### config.mk
export PLATFORM = sky130hd
export DESIGN_NAME = fpu_op_sequencer
export DESIGN_NICKNAME = d
export VERILOG_FILES = /design/src/rtl/fpu_pkg.sv /design/src/rtl/fpu_field_pack.sv /design/src/rtl/fpu_op_sequencer.sv
export SDC_FILE = /design/constraint.sdc
export NUM_CORES = 1
export LEC_CHECK = 0
export ABC_CLOCK_PERIOD_IN_PS = 2520
export BUFFER_PORTS_ARGS = -buffer_cell sky130_fd_sc_hd__buf_2
export CORE_UTILIZATION = 48
export CTS_CLUSTER_DIAMETER = 120
export CTS_CLUSTER_SIZE = 30
export DETAILED_ROUTE_END_ITERATION = 16
export PLACE_DENSITY_LB_ADDON = 0.15
export SLEW_MARGIN = 20
export SYNTH_ARGS = -nofsm -noshare
export SYNTH_HDL_FRONTEND = slang
export SYNTH_HIERARCHICAL = 1
export SYNTH_SLANG_ARGS = --single-unit
### constraint.sdc
create_clock -name clk -period 2.52 [get_ports clk]
set_input_delay 0.504 -clock clk [delete_from_list [all_inputs] [get_ports clk]]
set_output_delay 0.504 -clock clk [all_outputs]
set_load 0.01 [all_outputs]
### src/rtl/fpu_pkg.sv
// Shared FPU sequencing types: opcodes, flag bit positions, IEEE-754 single field widths.
package fpu_pkg;

    localparam int unsigned EXP_W  = 8;
    localparam int unsigned MAN_W  = 23;
    localparam int unsigned WORD_W = 1 + EXP_W + MAN_W;
    localparam int unsigned FLAG_W = 5;

    localparam logic [WORD_W-1:0] QNAN = 32'h7FC0_0000;

    // Bit positions inside a {invalid,overflow,underflow,inexact,zero} flag vector
    localparam int unsigned FLG_ZERO      = 0;
    localparam int unsigned FLG_INEXACT   = 1;
    localparam int unsigned FLG_UNDERFLOW = 2;
    localparam int unsigned FLG_OVERFLOW  = 3;
    localparam int unsigned FLG_INVALID   = 4;

    typedef enum logic [1:0] {
        OP_ADD  = 2'b00,
        OP_SUB  = 2'b01,
        OP_MUL  = 2'b10,
        OP_RSVD = 2'b11
    } fpu_op_e;

    typedef enum logic [1:0] {
        ST_IDLE,
        ST_ISSUE,
        ST_WAIT,
        ST_DONE
    } seq_state_e;

    typedef struct packed {
        logic             s;
        logic [EXP_W-1:0] e;
        logic [MAN_W-1:0] m;
    } fp_fields_t;

    function automatic logic [FLAG_W-1:0] flag_only(input int unsigned idx);
        logic [FLAG_W-1:0] f;
        f      = '0;
        f[idx] = 1'b1;
        return f;
    endfunction

endpackage

### src/rtl/fpu_field_pack.sv
// Combinational IEEE-754 single field split for both operands and re-pack of the result.
module fpu_field_pack
    import fpu_pkg::*;
(
    input  logic [WORD_W-1:0] a_word,
    input  logic [WORD_W-1:0] b_word,
    input  logic              z_s,
    input  logic [EXP_W-1:0]  z_e,
    input  logic [MAN_W-1:0]  z_m,
    output fp_fields_t        x_f,
    output fp_fields_t        y_f,
    output logic [WORD_W-1:0] z_word
);

    always_comb begin
        x_f.s  = a_word[WORD_W-1];
        x_f.e  = a_word[WORD_W-2 -: EXP_W];
        x_f.m  = a_word[MAN_W-1:0];
        y_f.s  = b_word[WORD_W-1];
        y_f.e  = b_word[WORD_W-2 -: EXP_W];
        y_f.m  = b_word[MAN_W-1:0];
        z_word = {z_s, z_e, z_m};
    end

endmodule

### src/rtl/fpu_op_sequencer.sv
// One-in-flight command sequencer in front of a fixed-latency FPU.
// Optional sticky flag accumulator enabled by defining FPU_SEQ_STICKY_FLAGS_EN.
module fpu_op_sequencer
    import fpu_pkg::*;
#(
    parameter int unsigned LATENCY = 3
) (
    input  logic              clk,
    input  logic              rst,
    input  logic              cmd_valid,
    output logic              cmd_ready,
    input  logic [1:0]        cmd_op,
    input  logic [WORD_W-1:0] cmd_a,
    input  logic [WORD_W-1:0] cmd_b,
    input  logic [1:0]        cmd_rmode,
    output logic              rsp_valid,
    input  logic              rsp_ready,
    output logic [WORD_W-1:0] rsp_data,
    output logic [FLAG_W-1:0] rsp_flags,
    output logic              Sx,
    output logic              Sy,
    output logic [EXP_W-1:0]  Ex,
    output logic [EXP_W-1:0]  Ey,
    output logic [MAN_W-1:0]  Mx,
    output logic [MAN_W-1:0]  My,
    output logic              en_add_mul,
    output logic              sub,
    output logic [1:0]        roundMode,
    input  logic              Sz,
    input  logic [EXP_W-1:0]  Ez,
    input  logic [MAN_W-1:0]  Mz,
    input  logic              invalid_flag,
    input  logic              overflow_flag,
    input  logic              underflow_flag,
    input  logic              inexact_flag,
`ifdef FPU_SEQ_STICKY_FLAGS_EN
    input  logic              sticky_clr,
    output logic [FLAG_W-1:0] sticky_flags,
`endif
    input  logic              zero_flag
);

    localparam logic [3:0] CNT_LOAD = 4'(LATENCY - 1);

    seq_state_e        state_q, state_d;
    logic [3:0]        cnt_q, cnt_d;
    fpu_op_e           op_q, op_d;
    logic [WORD_W-1:0] a_q, a_d;
    logic [WORD_W-1:0] b_q, b_d;
    logic [1:0]        rmode_q, rmode_d;
    logic              cmd_ready_q, cmd_ready_d;
    logic              rsp_valid_q, rsp_valid_d;
    logic [WORD_W-1:0] rsp_data_q, rsp_data_d;
    logic [FLAG_W-1:0] rsp_flags_q, rsp_flags_d;

    fp_fields_t        x_f, y_f;
    logic [WORD_W-1:0] z_word;
    logic [FLAG_W-1:0] fpu_flags;
    logic              fpu_active;

    fpu_field_pack u_pack (
        .a_word (a_q),
        .b_word (b_q),
        .z_s    (Sz),
        .z_e    (Ez),
        .z_m    (Mz),
        .x_f    (x_f),
        .y_f    (y_f),
        .z_word (z_word)
    );

    assign fpu_flags = {invalid_flag, overflow_flag, underflow_flag, inexact_flag, zero_flag};

    always_comb begin
        state_d     = state_q;
        cnt_d       = cnt_q;
        op_d        = op_q;
        a_d         = a_q;
        b_d         = b_q;
        rmode_d     = rmode_q;
        cmd_ready_d = cmd_ready_q;
        rsp_valid_d = rsp_valid_q;
        rsp_data_d  = rsp_data_q;
        rsp_flags_d = rsp_flags_q;

        unique case (state_q)
            ST_IDLE: begin
                cmd_ready_d = 1'b1;
                if (cmd_valid && cmd_ready_q) begin
                    op_d        = fpu_op_e'(cmd_op);
                    a_d         = cmd_a;
                    b_d         = cmd_b;
                    rmode_d     = cmd_rmode;
                    cmd_ready_d = 1'b0;
                    // Reserved opcode never reaches the FPU; answer with a quiet NaN.
                    if (fpu_op_e'(cmd_op) == OP_RSVD) begin
                        state_d     = ST_DONE;
                        rsp_valid_d = 1'b1;
                        rsp_data_d  = QNAN;
                        rsp_flags_d = flag_only(FLG_INVALID);
                    end else begin
                        state_d = ST_ISSUE;
                    end
                end
            end
            ST_ISSUE: begin
                state_d = ST_WAIT;
                cnt_d   = CNT_LOAD;
            end
            ST_WAIT: begin
                if (cnt_q == 4'd0) begin
                    state_d     = ST_DONE;
                    rsp_valid_d = 1'b1;
                    rsp_data_d  = z_word;
                    rsp_flags_d = fpu_flags;
                end else begin
                    cnt_d = cnt_q - 4'd1;
                end
            end
            ST_DONE: begin
                if (rsp_ready) begin
                    state_d     = ST_IDLE;
                    rsp_valid_d = 1'b0;
                    cmd_ready_d = 1'b1;
                end
            end
            default: state_d = ST_IDLE;
        endcase
    end

    always_ff @(posedge clk) begin
        if (!rst) begin
            state_q     <= ST_IDLE;
            cnt_q       <= '0;
            op_q        <= OP_ADD;
            a_q         <= '0;
            b_q         <= '0;
            rmode_q     <= '0;
            cmd_ready_q <= 1'b0;
            rsp_valid_q <= 1'b0;
            rsp_data_q  <= '0;
            rsp_flags_q <= '0;
        end else begin
            state_q     <= state_d;
            cnt_q       <= cnt_d;
            op_q        <= op_d;
            a_q         <= a_d;
            b_q         <= b_d;
            rmode_q     <= rmode_d;
            cmd_ready_q <= cmd_ready_d;
            rsp_valid_q <= rsp_valid_d;
            rsp_data_q  <= rsp_data_d;
            rsp_flags_q <= rsp_flags_d;
        end
    end

    assign cmd_ready = cmd_ready_q;
    assign rsp_valid = rsp_valid_q;
    assign rsp_data  = rsp_data_q;
    assign rsp_flags = rsp_flags_q;

    // FPU sees the held command only while ISSUE/WAIT; otherwise a quiet idle vector.
    assign fpu_active = (state_q == ST_ISSUE) || (state_q == ST_WAIT);

    always_comb begin
        Sx         = fpu_active ? x_f.s : 1'b0;
        Sy         = fpu_active ? y_f.s : 1'b0;
        Ex         = fpu_active ? x_f.e : '0;
        Ey         = fpu_active ? y_f.e : '0;
        Mx         = fpu_active ? x_f.m : '0;
        My         = fpu_active ? y_f.m : '0;
        roundMode  = fpu_active ? rmode_q : '0;
        en_add_mul = fpu_active ? (op_q != OP_MUL) : 1'b1;
        sub        = fpu_active && (op_q == OP_SUB);
    end

`ifdef FPU_SEQ_STICKY_FLAGS_EN
    logic [FLAG_W-1:0] sticky_q, sticky_d;

    always_comb begin
        sticky_d = sticky_q;
        if (sticky_clr) begin
            sticky_d = '0;
        end else if (rsp_valid_q && rsp_ready) begin
            sticky_d = sticky_q | rsp_flags_q;
        end
    end

    always_ff @(posedge clk) begin
        if (!rst) begin
            sticky_q <= '0;
        end else begin
            sticky_q <= sticky_d;
        end
    end

    assign sticky_flags = sticky_q;
`endif

endmodule

==> results of run 1 <==
-- layer usage --
metal	GRT usage [%]	part of all wire (%)	vias up
li1	-	-	2123
met1	23.3	44	1851
met2	33.6	48	155
met3	5.52	6.7	13
met4	8.33	0.99	0
met5	0	0	-
-- Yosys cell counts --
cell,count,area (µm²)
nand2_1,142,533
dfxtp_1,113,2260
a21oi_1,72,360
a211o_4,1,17.5
o22ai_1,1,6.26
nor3_1,1,5.00
ha_1,7,87.6
a31o_2,1,8.76
xor2_1,2,17.5
nor2_8,1,20.0
inv_1,8,30.0
mux2i_1,1,10.0
and3_1,1,6.26
a22o_2,2,20.0
a211oi_1,1,7.51
clkbuf_1,28,105
buf_1,4,15.0
buf_8,2,30.0
nand3b_1,1,7.51
nand3_1,6,30.0
nand2b_1,1,6.26
a222oi_1,1,10.0
nor2_1,8,30.0
or3b_1,1,8.76
a221oi_1,1,8.76
mux2_2,1,11.3
a21oi_2,1,8.76
buf_2,5,25.0
a22o_1,25,219
nand4_1,1,6.26
o221a_2,10,113
buf_4,97,728
a311oi_1,1,8.76
and2_1,67,419
-- kinds of logic after synthesis --
logic type,after synthesis,share of synthesized area [%]
simple gates,230,20.7
compound gates,117,15.2
mux,2,0.410
fa+ha+maj,7,1.69
xor+xnor,2,0.338
flops,113,43.7
buf+inv,144,18.0
-- power breakdown --
part           switching, mW  internal, mW  leakage (nW)
logic                  0.946         0.635          1.73
registers              0.152          2.08         0.917
clock network          0.787          1.54         0.276
total                   1.89          4.26          2.92
-- critical path: cells and delay by family (launching register included) --
kind / cells / cell delay [ns]
adders and majority gates: 1 / 0.32
buffers and inverters: 3 / 0.51
DFF: 1 / 0.37
and+or+nand+nor: 1 / 0.18
-- how the worst max path moves through the flow --
stage	startpoint	end	slack (ns)	cells past startpoint
after floorplan	state_q[0]$_SDFFE_PN0P_	Mx[16]	0.63	5
after global placement	cnt_q[0]$_SDFFE_PN0P_	rsp_data[12]$_SDFFE_PN0P_	0.26	6
after detailed placement	cnt_q[0]$_SDFFE_PN0P_	rsp_data[7]$_SDFFE_PN0P_	0.17	6
after CTS	state_q[0]$_SDFFE_PN0P_	sub	0.04	6
after global routing	state_q[0]$_SDFFE_PN0P_	Ey[2]	-0.04	5
final	state_q[0]$_SDFFE_PN0P_	Mx[4]	0.12	5
-- timing repair --
item	in CTS	in global routing
resized for setup	0	1
hold buffers	0	0
setup endpoints to repair	0	37
-- state kept, by name, indices dropped and copies added, names as in the netlist --
register	count
rmode_q	2
cnt_q	4
a_q	32
rsp_valid	1
state_q	2
cmd_ready	1
rsp_flags	5
op_q	2
rsp_data	32
b_q	32
-- cell type report --
cell class / count / area (µm²) / share of cell area (%)
clock buffer: 21 / 449 / 7.24
clock inverter: 10 / 135 / 2.18
inverter: 8 / 30.0 / 0.484
multi-input combinational: 358 / 2000 / 32.2
sequential: 113 / 2260 / 36.5
tap: 136 / 170 / 2.74
timing repair buffer: 222 / 1160 / 18.7
==> results.yml, run 1 <==
outcome:
  status: "finished clean"
cts:
  cts_setup_buffers: 0
  cts_tree: "built"
  clk_latency_ns: 0.50
  clock_sinks: 113
  cts-buffers-inserted: 17
  clockBufferDepth: 2
  htreeDepth: 4
  clk_pin_slew_worst_paths_ns: 0.06
  root_buffer: "clkbuf_8"
place:
  post-place-ws_ns: 0.167
  hpwl_um: 7480
  port_buffers: 215
  gp_congestion: 0.770
  placed_cells: 837
  place_area_mm2: 0.00561
grt:
  gr-total-overflow: 0
  antenna_found_initial: 0
  grt_pass1_vias: 3888
  grt_first_pass_wirelength_um: 17700
  grt_use_total_pct: 19.7
  grt_max_degree: 69
cells_and_area:
  final_util_pct: 59.6
  instances_no_fill: 868
  drive_gt1_share_pct: 37.0
  nFillCells: 937
  final_cell_mix: "buf_2 (215), nand2_1 (142), dfxtp_1 (113)"
  fin_nets: 836
  area.growth.synth_to_final_pct: 19.7
  diodes: 0
  mostFrequentLayoutCell: "buf_2"
  fin_area_mm2: 0.00620
sta:
  hold_viol_final: 0
  setup_ws_ns: 0.123
  slew_headroom_pct: 54.3
  fmax_mhz: 417
  finalClockSkew_ns: 0.00939
  whs_ns: 0.212
  rsz0062_at_grt: "true"
  finalSetupTns_ns: 0
  min_period_ns: 2.40
  tightest_slew_ns: 0.685
  fin_crit_sh_pct: 95.1
  setup_viol: 0
  drv_slew: 0
synthesis:
  synth_cell_type_count: 34
  yosysSeqAreaShare_pct: 43.7
  postSynthAreaPerCell_um2: 8.43
  syn-cell-area_mm2: 0.00518
  synth-seq-cells: 113
  syn_inst: 615
  yosysWarnings: 6
  synth_fp_nets: 731
power:
  p_leak_nw: 2.92
  total_power_mw: 6.15
  pwr_density_cell_mw_per_mm2: 991
  ir_drop_v: 0.000401
critical_path:
  start_kind: "flip-flop"
  r2r_slack_ns: 0.46
  critPathSlowestCell: "dfxtp_1"
  path_class: "reg2out"
  critPathRequiredTime_ns: 2.02
  r2r-end: "rsp_flags[0]$_SDFFE_PN0P_"
  arrival_ns: 1.89
  end_kind: "output port"
  rr_worst_depth: 6
  max_stage_delay_ns: 0.37
  worst-path-max-fanout: 31
  reg2reg_from: "cnt_q[0]$_SDFFE_PN0P_"
  cp_cell_sequence: "inv_1, ha_1, buf_4, and2_1, buf_2"
detailed_routing:
  vias: 4142
  drt-initial-drc-count: 200
  avgViaCountPerCell: 4.77
  wirelength_um: 11100
  drt_first_pass_iters: 5
  wl_per_cell_um: 12.8
  final_antenna_net_count: 0
  drc_errors: 0
min_path:
  hp-class: "in2reg"
  hold_depth: 2
  holdPathEnd: "rsp_data[5]$_SDFFE_PN0P_"
  min_from: "Mz[5]"
floorplanning:
  die-area_mm2: 0.0112
  coreArea_mm2: 0.0104
  ioPinCount: 216
  start_util_pct: 49.8
  die_y_um: 106
  num_rows: 37
  die_x_um: 106
job:
  drv_cap: 0
Power figures use the tool's default switching activity.
==> run 2: changes to the inputs <==
- ABC_CLOCK_PERIOD_IN_PS: 2520 -> not set
- CORE_UTILIZATION: 48 -> 46
- SYNTH_HIERARCHICAL: 1 -> not set
==> run 2 against run 1 <==
Against the previous run: synthesized cell count decreased by 16%; clock skew is 0.0020 ns higher; combinational power barely moved; critical path type unchanged; highest routed layer unchanged.
==> results.yml, run 2 <==
critical_path:
  r2r-end: "rsp_data[9]$_SDFFE_PN0P_"
  cp_cell_sequence: "inv_1, ha_1, buf_4, and2_1, buf_2"
  crit_buf_inv: 3
  crit_cells: 5
  end_kind: "output port"
  path_class: "reg2out"
  arrival_ns: 1.85
  critPathSlowestCell: "dfxtp_1"
  reg2reg_from: "cnt_q[0]$_SDFFE_PN0P_"
  worst-path-max-fanout: 18
  crit_start: "state_q[0]$_SDFFE_PN0P_"
  r2r_slack_ns: 0.44
  cp_top_family: "buffers and inverters"
  critPathRequiredTime_ns: 2.02
  crit_end: "My[15]"
  max_stage_delay_ns: 0.38
  start_kind: "flip-flop"
  rr_worst_depth: 6
detailed_routing:
  wl_met2_um: 5610
  wl_per_cell_um: 12.7
  drt_first_pass_iters: 5
  met3WireLength_um: 626
  vias: 4152
  top_layer: "met4"
  avgViaCountPerCell: 4.83
  wirelength_um: 10900
  drt-initial-drc-count: 125
  wl_met1_um: 4610
  drc_errors: 0
  final_antenna_net_count: 0
grt:
  antenna_found_initial: 0
  grt_first_pass_wirelength_um: 17700
  grt_pass1_vias: 3933
  grt_use_total_pct: 22.0
  grt_max_degree: 70
  gr-total-overflow: 0
sta:
  fmax_mhz: 424
  setup_ws_ns: 0.162
  hold_viol_final: 0
  tightest_slew_ns: 0.726
  finalClockSkew_ns: 0.0113
  setup_viol: 0
  slew_headroom_pct: 51.5
  fin_crit_sh_pct: 93.6
  drv_slew: 0
  finalSetupTns_ns: 0
  rsz0062_at_grt: "false"
  min_period_ns: 2.36
power:
  ir_drop_v: 0.000471
  pwr_density_cell_mw_per_mm2: 954
  p_leak_nw: 2.89
floorplanning:
  die-area_mm2: 0.0101
  die_x_um: 100
  die_y_um: 100
  num_rows: 35
  start_util_pct: 47.8
  ioPinCount: 216
  coreArea_mm2: 0.00933
cts:
  cts_setup_buffers: 0
  clock_sinks: 113
  clk_pin_slew_worst_paths_ns: 0.06
  clk_latency_ns: 0.49
  clockBufferDepth: 2
  cts_tree: "built"
  cts.hold.buffers_added: 0
  root_buffer: "clkbuf_8"
  htreeDepth: 4
  cts-buffers-inserted: 17
synthesis:
  ys.flop_type: "dfxtp_1"
  syn-cell-area_mm2: 0.00446
  yosysMostFrequentCell: "nand2_1"
  synth-seq-cells: 113
  synth_fp_nets: 635
  yosysWarnings: 0
  synth_top_area_cell: "dfxtp_1"
  synth_edf_count: 0
  yosys-top-cells-area: "dfxtp_1 (51%), nand2_1 (12%), and2_1 (9.4%)"
  yosysSeqAreaShare_pct: 50.7
  syn_inst: 519
  yosys-top-cells-count: "nand2_1 (142), dfxtp_1 (113), a21oi_1 (72)"
  postSynthAreaPerCell_um2: 8.60
  synth_top_cell_area_share_pct: 50.7
  synth_cell_type_count: 34
  async_flop_share_pct: 0
cells_and_area:
  multiInputGateArea_mm2: 0.00200
  instances_no_fill: 860
  drive_gt1_share_pct: 37.2
  nFillCells: 848
  area.growth.synth_to_final_pct: 37.1
  diodes: 0
  final_cell_mix: "buf_2 (215), nand2_1 (142), dfxtp_1 (113)"
  fin_nets: 835
  mostFrequentLayoutCell: "buf_2"
  area.sequential_mm2: 0.00226
place:
  gp_congestion: 0.768
  placed_cells: 829
  hpwl_um: 7370
  post-place-ws_ns: 0.203
  port_buffers: 215
min_path:
  hp-class: "in2reg"
job:
  drv_cap: 0
outcome:
  status: "finished clean"
run 2: changes by cell type after synthesis, sizes merged:
cell	delta
buf	-96
run 2: timing repair:
item                       in CTS  in global routing
cloned                          0                  0
pin swaps                       0                  0
setup endpoints to repair      17                 37
gates resized for setup         1                  3
hold endpoints to repair        0                  0
run 2: cells by family (layout without fill, tap and decap cells):
| group | count (synthesis) | in the layout | synth area share (%) |
|---|---|---|---|
| buf+inv | 48 | 260 | 4.77 |
| simple gates | 230 | 230 | 24.0 |
| compound gates | 117 | 117 | 17.7 |
| xor+xnor | 2 | 2 | 0.393 |
| mux | 2 | 2 | 0.477 |
| flops | 113 | 113 | 50.7 |
| fa+ha+maj | 7 | 7 | 1.96 |
run 2: power breakdown:
| part | leakage [nW] | switching (mW) | internal [mW] |
|---|---|---|---|
| registers | 0.917 | 0.148 | 2.08 |
| logic | 1.73 | 0.941 | 0.638 |
| clock network | 0.249 | 0.807 | 1.22 |
run 2: cell type report:
cell class	count	area share [%]
timing repair buffer	221	18.7
clock inverter	13	1.47
tap	129	2.64
clock buffer	18	6.99
inverter	8	0.491
sequential	113	37.0
multi-input combinational	358	32.7
run 2: routing by layer:
metal | vias to the layer above | GRT usage, %
li1 | 2116 | -
met1 | 1910 | 25.1
met5 | - | 0
met3 | 6 | 7.84
met4 | 0 | 6.35
met2 | 120 | 38.7
run 2: stage by stage:
stage	util, %	power (mW)	instance area, µm²	hold slack, ns
floorplan	-	3.30	4460	0.432
global placement	59.8	3.77	5580	0.437
detailed placement	59.8	3.81	5580	0.442
CTS	65.4	5.88	6100	0.203
global route	65.6	6.22	6120	0.197
finish	65.6	5.84	6120	0.228
run 2: how the worst min path moves through the flow:
stage	from	end	depth (start not counted)
6_report	Mz[11]	rsp_data[11]$_SDFFE_PN0P_	2
5_1_grt	Mz[13]	rsp_data[13]$_SDFFE_PN0P_	2
4_1_cts	Mz[11]	rsp_data[11]$_SDFFE_PN0P_	2
3_5_place_dp	a_q[28]$_SDFFE_PN0P_	a_q[28]$_SDFFE_PN0P_	2
3_3_place_gp	b_q[1]$_SDFFE_PN0P_	b_q[1]$_SDFFE_PN0P_	2
2_1_floorplan	a_q[0]$_SDFFE_PN0P_	a_q[0]$_SDFFE_PN0P_	2
run 2: worst reg2reg max path: stages, from the launching register on:
cell and delay [ns]:
dfxtp_1 0.32, inv_1 0.11, ha_1 0.15, or3b_1 0.47, a211o_4 0.43, nor2_8 0.33, a22o_1 0.23
